$ cat config.mk
export PLATFORM = sky130hd
export DESIGN_NAME = tagged_reg_file
export DESIGN_NICKNAME = d
export VERILOG_FILES = /design/src/rtl/tagged_reg_file.sv
export SDC_FILE = /design/constraint.sdc
export NUM_CORES = 2
export LEC_CHECK = 0
export ABC_CLOCK_PERIOD_IN_PS = 85900
export CAP_MARGIN = 20
export CORE_UTILIZATION = 41
export CTS_CLUSTER_DIAMETER = 150
export DETAILED_ROUTE_END_ITERATION = 6
export SLEW_MARGIN = 20
export SYNTH_ARGS = -nofsm -noshare
export SYNTH_HDL_FRONTEND = slang
export SYNTH_SLANG_ARGS = --single-unit
$ cat constraint.sdc
create_clock -name clk -period 85.9 [get_ports clk]
set_input_delay 17.18 -clock clk [delete_from_list [all_inputs] [get_ports clk]]
set_output_delay 17.18 -clock clk [all_outputs]
set_load 0.1 [all_outputs]
$ cat src/rtl/tagged_reg_file.sv
// Architectural register file with per-register rename tags.
// Dispatch reads two operands and renames a destination. ROB commit writes
// data and releases matching tags. The operand lookup sees this cycle's commit
// through a bypass. Flush drops every pending tag. A registered counter tracks
// how many registers are waiting on a writer.
// Optional build macro TRF_DEBUG_PORT_EN adds a combinational read port
// (dbg_addr/dbg_data) that returns the committed register value.

module tagged_reg_file_checker #(
    parameter int NREG  = 32,
    parameter int TAG_W = 4,
    parameter int AW    = 5
) (
    input  logic             clk,
    input  logic             rst,
    input  logic             disp_valid,
    input  logic [TAG_W-1:0] disp_tag,
    input  logic [AW:0]      pending_cnt
);

    // Tag 0 means "no pending writer", so dispatch must never hand it out.
    property p_disp_tag_nonzero;
        @(posedge clk) disable iff (rst) disp_valid |-> (disp_tag != '0);
    endproperty
    a_disp_tag_nonzero: assert property (p_disp_tag_nonzero);

    // Register 0 is never renamed, so at most NREG-1 registers can be pending.
    property p_pending_bound;
        @(posedge clk) disable iff (rst) pending_cnt <= (AW+1)'(NREG - 1);
    endproperty
    a_pending_bound: assert property (p_pending_bound);

endmodule

module tagged_reg_file #(
    parameter int  XLEN  = 32,
    parameter int  NREG  = 32,
    parameter int  TAG_W = 4,
    localparam int AW    = $clog2(NREG)
) (
    input  logic             clk,
    input  logic             rst,
    input  logic             flush,
    input  logic             disp_valid,
    input  logic [AW-1:0]    disp_rs1,
    input  logic [AW-1:0]    disp_rs2,
    input  logic [AW-1:0]    disp_rd,
    input  logic [TAG_W-1:0] disp_tag,
    input  logic             commit_valid,
    input  logic [AW-1:0]    commit_rd,
    input  logic [TAG_W-1:0] commit_tag,
    input  logic [XLEN-1:0]  commit_data,
    output logic             op_valid,
    output logic [XLEN-1:0]  op1_val,
    output logic [TAG_W-1:0] op1_tag,
    output logic [XLEN-1:0]  op2_val,
    output logic [TAG_W-1:0] op2_tag,
    output logic [AW:0]      pending_cnt
`ifdef TRF_DEBUG_PORT_EN
    ,
    input  logic [AW-1:0]    dbg_addr,
    output logic [XLEN-1:0]  dbg_data
`endif
);

    logic [XLEN-1:0]  regs_q [NREG];
    logic [XLEN-1:0]  regs_d [NREG];
    logic [TAG_W-1:0] tags_q [NREG];
    logic [TAG_W-1:0] tags_d [NREG];
    logic [AW:0]      cnt_q;
    logic [AW:0]      cnt_d;

    logic             op_valid_q, op_valid_d;
    logic [XLEN-1:0]  op1_val_q, op1_val_d;
    logic [TAG_W-1:0] op1_tag_q, op1_tag_d;
    logic [XLEN-1:0]  op2_val_q, op2_val_d;
    logic [TAG_W-1:0] op2_tag_q, op2_tag_d;

    logic [AW-1:0]    rs_s     [2];
    logic [XLEN-1:0]  lk_val_s [2];
    logic [TAG_W-1:0] lk_tag_s [2];

    assign rs_s[0] = disp_rs1;
    assign rs_s[1] = disp_rs2;

    // Operand lookup against the post-commit state: a commit to the source
    // register forwards its data, and clears the tag only if it is the writer
    // the register is currently waiting on.
    always_comb begin
        for (int k = 0; k < 2; k++) begin
            lk_val_s[k] = '0;
            lk_tag_s[k] = '0;
            if (rs_s[k] == '0) begin
                lk_val_s[k] = '0;
                lk_tag_s[k] = '0;
            end else if (commit_valid && (commit_rd == rs_s[k])) begin
                lk_val_s[k] = commit_data;
                if (tags_q[rs_s[k]] == commit_tag) begin
                    lk_tag_s[k] = '0;
                end else begin
                    lk_tag_s[k] = tags_q[rs_s[k]];
                end
            end else begin
                lk_val_s[k] = regs_q[rs_s[k]];
                lk_tag_s[k] = tags_q[rs_s[k]];
            end
        end
    end

    // Next register/tag state: commit writes data, then rename overrides the
    // commit's tag release; flush wipes every tag but keeps committed data.
    always_comb begin
        regs_d = regs_q;
        tags_d = tags_q;
        for (int r = 1; r < NREG; r++) begin
            if (commit_valid && (commit_rd == AW'(r))) begin
                regs_d[r] = commit_data;
            end else begin
                regs_d[r] = regs_q[r];
            end

            if (flush) begin
                tags_d[r] = '0;
            end else if (disp_valid && (disp_rd == AW'(r))) begin
                tags_d[r] = disp_tag;
            end else if (commit_valid && (commit_rd == AW'(r)) &&
                         (tags_q[r] == commit_tag)) begin
                tags_d[r] = '0;
            end else begin
                tags_d[r] = tags_q[r];
            end
        end
        regs_d[0] = '0;
        tags_d[0] = '0;
    end

    // Pending count follows the next tag state, which covers set, clear,
    // re-rename (net zero) and flush in one place.
    always_comb begin
        cnt_d = '0;
        for (int r = 1; r < NREG; r++) begin
            if (tags_d[r] != '0) begin
                cnt_d = cnt_d + (AW+1)'(1);
            end else begin
                cnt_d = cnt_d;
            end
        end
    end

    // Operand output next-state: one-cycle valid pulse per dispatch,
    // suppressed by flush; operand fields hold when no lookup is issued.
    always_comb begin
        op_valid_d = 1'b0;
        op1_val_d  = op1_val_q;
        op1_tag_d  = op1_tag_q;
        op2_val_d  = op2_val_q;
        op2_tag_d  = op2_tag_q;
        if (flush) begin
            op_valid_d = 1'b0;
        end else if (disp_valid) begin
            op_valid_d = 1'b1;
            op1_val_d  = lk_val_s[0];
            op1_tag_d  = lk_tag_s[0];
            op2_val_d  = lk_val_s[1];
            op2_tag_d  = lk_tag_s[1];
        end else begin
            op_valid_d = 1'b0;
        end
    end

    // State registers with asynchronous reset.
    always_ff @(posedge clk or posedge rst) begin
        if (rst) begin
            for (int r = 0; r < NREG; r++) begin
                regs_q[r] <= '0;
                tags_q[r] <= '0;
            end
            cnt_q      <= '0;
            op_valid_q <= 1'b0;
            op1_val_q  <= '0;
            op1_tag_q  <= '0;
            op2_val_q  <= '0;
            op2_tag_q  <= '0;
        end else begin
            regs_q     <= regs_d;
            tags_q     <= tags_d;
            cnt_q      <= cnt_d;
            op_valid_q <= op_valid_d;
            op1_val_q  <= op1_val_d;
            op1_tag_q  <= op1_tag_d;
            op2_val_q  <= op2_val_d;
            op2_tag_q  <= op2_tag_d;
        end
    end

    assign op_valid    = op_valid_q;
    assign op1_val     = op1_val_q;
    assign op1_tag     = op1_tag_q;
    assign op2_val     = op2_val_q;
    assign op2_tag     = op2_tag_q;
    assign pending_cnt = cnt_q;

`ifdef TRF_DEBUG_PORT_EN
    // Debug read of the committed value; register 0 is stored as zero.
    always_comb begin
        if (dbg_addr == '0) begin
            dbg_data = '0;
        end else begin
            dbg_data = regs_q[dbg_addr];
        end
    end
`endif

    tagged_reg_file_checker #(
        .NREG  (NREG),
        .TAG_W (TAG_W),
        .AW    (AW)
    ) u_chk (
        .clk         (clk),
        .rst         (rst),
        .disp_valid  (disp_valid),
        .disp_tag    (disp_tag),
        .pending_cnt (cnt_q)
    );

endmodule

==> run summary <==
final worst path period share -> 0.459
Hold Startpoint -> op2_val[16]$_DFFE_PP0P_
FF-to-FF path depth -> 104
synth top area cells -> dfrtp_1, mux4_2, mux2_2
final hold violations -> 0
Post-CTS Hold Buffers -> 0
Post-synth EDFFs -> 0
Hold Path End -> op2_val[16]$_DFFE_PP0P_
Via Count -> 49,300
post-synthesis sequential area ratio -> 0.424
fin. max-slew vios -> 0
post-synth top area cell -> dfrtp_1
Mapped Nets -> 5,620
CP Capture Type -> flip-flop
critical path startpoint category -> input port
crit path launch -> disp_valid
gr usage total -> 0.266
Routed Antenna Nets -> 0
most common flop cell mapped by yosys -> dfrtp_1
Starting Density -> 0.414
global placer's final weighted congestion -> 0.924
minimum clock period -> 39,460 ps
Worst-path clk slew -> 60 ps
Core Util, Final -> 0.460
Overflow after GRT -> 0
number of synthesized register bits -> 1,195
vias in the first global route -> 49,800
row count -> 151
PortBufs -> 143
die height -> 417 um
Clock Latency Late Sink -> 800 ps
f_max -> 25.3 MHz
synthesis-to-finish area growth -> 11.1%
Mapped Area -> 70,400 um^2
Final Routed Wirelength -> 230 mm
Iter 0 DRT Violations -> 5,224
Hold Crit Depth -> 2
crit-path max FO -> 11
Placed Area -> 73,900 um^2
worst-margin pin slew -> 1120 ps
Most Frequent Cell on Critical Path -> ha_1
Yosys top cell area share -> 0.424
DRC -> 0
Vias/cell -> 6.36
cells after synthesis -> 5,525
initial antenna violation count -> 7
WHS -> 477 ps
Die ar. -> 173,000 um^2
Crit Path Category -> in -> reg
Slew HR -> 0.255
leading cell types in the layout, fill and taps excluded -> dfrtp_1, mux2_2, nand2_1, mux4_2, nor2_1
CP max stage cell -> clkdlybuf4s50_1
Peak supply drop -> 0.0159 mV
global-route wire length before repair -> 341 mm
io pins -> 144
leading cell type in the layout, fill and taps excluded -> dfrtp_1
post-route cell area -> 78,300 um^2
Final Setup Violations -> 0
Netlist cell types -> 115
max_cap viols -> 0
R2R Path End -> pending_cnt[5]$_DFF_PP0_
RSZ-0062 raised after global routing -> no
reg-to-reg startpoint -> tags_q[119]$_DFF_PP0_
peak per-stage delay on the critical path -> 740 ps
CTS Sinks -> 1,195
leakage -> 33.5 nW
Core ar. -> 170,000 um^2
die width -> 417 um
Pre-antenna DRT Iters -> 6
final setup TNS -> 0 ps
WP data required -> 86,590 ps
layout cells sized above 1 -> 0.364
synthesized area per cell -> 12.8 um^2
Critical Path AT -> 40,160 ps
CTS max path bufs -> 3
synth warn -> 0
nets@finish -> 5,515
clock skew -> 26.7 ps
CTS root buf -> clkbuf_16
H-tree levels -> 4
Hold/Removal Path Class -> reg -> reg
reg-to-reg slack, setup -> 63,490 ps
CTS buffer count -> 134
outcome -> complete, no violations
postcts setup bufs -> 0
largest net degree at the start of global routing -> 158
total power density per cell area -> 22.3 nW/um^2
CTS tree -> done
async set-reset flop share out of synthesis -> 1.00
per-cell routed wire length -> 29.7 um
post_cts resized -> 0
HPWL after detailed placement -> 129 mm
## synthesized netlist by cell type (all sizes together) (10+ instances only)
| cell type | count |
|---|---|
| nand2b | 18 |
| xor2 | 136 |
| o211ai | 19 |
| o21ai | 113 |
| a22oi | 117 |
| mux2 | 880 |
| mux2i | 87 |
| nand3 | 37 |
| nand4 | 16 |
| xnor2 | 110 |
| mux4 | 648 |
| inv | 25 |
| nor3 | 40 |
| or2 | 16 |
| a211oi | 13 |
| nor2b | 13 |
| xnor3 | 17 |
| clkbuf | 365 |
| buf | 128 |
| nor4 | 48 |
| a22o | 109 |
| dfrtp | 1195 |
| o21a | 10 |
| nor2 | 299 |
| a31oi | 16 |
| ha | 30 |
| and3 | 15 |
| a21oi | 95 |
| or4 | 11 |
| nand2 | 754 |
| and2 | 14 |
## power by group
part	total (mW)	internal (mW)	switching [mW]
registers	0.733	0.663	0.0700
clock network	0.589	0.344	0.245
logic	0.423	0.210	0.213
## worst max-delay path: cells and delay by family
| kind | cells | cell delay [ps] |
|---|---|---|
| adder cells (fa/ha/maj) | 28 | 8320 |
| multiplexers | 8 | 2250 |
| buffers and inverters | 5 | 1100 |
| AND/OR/NAND/NOR | 31 | 5120 |
| AO/OA/AOI/OAI | 31 | 5280 |
| XOR/XNOR | 3 | 870 |
## stage by stage
stage / setup WS, ps / cells / power [mW]
global route: 44810 / 7739 / 1.82
global placement: 46750 / 7500 / 1.15
floorplan: 35060 / 5525 / 1.06
detailed placement: 46060 / 7501 / 1.16
CTS: 46750 / 7736 / 1.75
finish: 46440 / 7740 / 1.74
## kinds of logic (layout without fill, tap and decap cells)
family	count (synthesis)	after routing	share of synthesized area
muxes	1615	1615	0.360
and+or+nand+nor	1325	1325	0.0829
DFF	1195	1195	0.424
AOI/OAI and AO/OA	578	578	0.0599
buffers and inverters	518	512	0.0287
xor gates and xnor gates	264	264	0.0385
adders and majority gates	30	30	0.00533
other	0	3	0
## worst max-delay path by stage
stage,to,slack [ps],cells after the start
final,pending_cnt[5]$_DFF_PP0_,46440,106
after floorplan,op1_tag[0]$_DFFE_PP0P_,35060,1
after global placement,pending_cnt[5]$_DFF_PP0_,46750,104
after detailed placement,pending_cnt[5]$_DFF_PP0_,46060,104
after global routing,pending_cnt[5]$_DFF_PP0_,44810,106
after CTS,pending_cnt[5]$_DFF_PP0_,46750,106
## metal layers
metal	part of all wire	up-vias	global-route usage
li1	-	20500	-
met1	0.41	26200	0.365
met2	0.47	2203	0.417
met3	0.075	450	0.0459
met4	0.043	6	0.113
met5	0.00015	-	0
## area by class of cell
| class | count | area (um^2) |
|---|---|---|
| fillers | 15200 | 91700 |
| diodes | 3 | 7.51 |
| inverters | 25 | 104 |
| clock inverters | 41 | 507 |
| repair buffers | 252 | 2290 |
| well taps | 2218 | 2780 |
| flip-flops and latches | 1195 | 29900 |
| clock buffers | 194 | 3910 |
| multi-input cells | 3812 | 38800 |
## sequential cells by signal (all words and copies together) (netlist names)
| register | flops |
|---|---|
| op_valid | 1 |
| op2_tag | 4 |
| op1_tag | 4 |
| op1_val | 32 |
| regs_q | 992 |
| op2_val | 32 |
| tags_q | 124 |
| pending_cnt | 6 |
(Power assumes the default switching activity.)
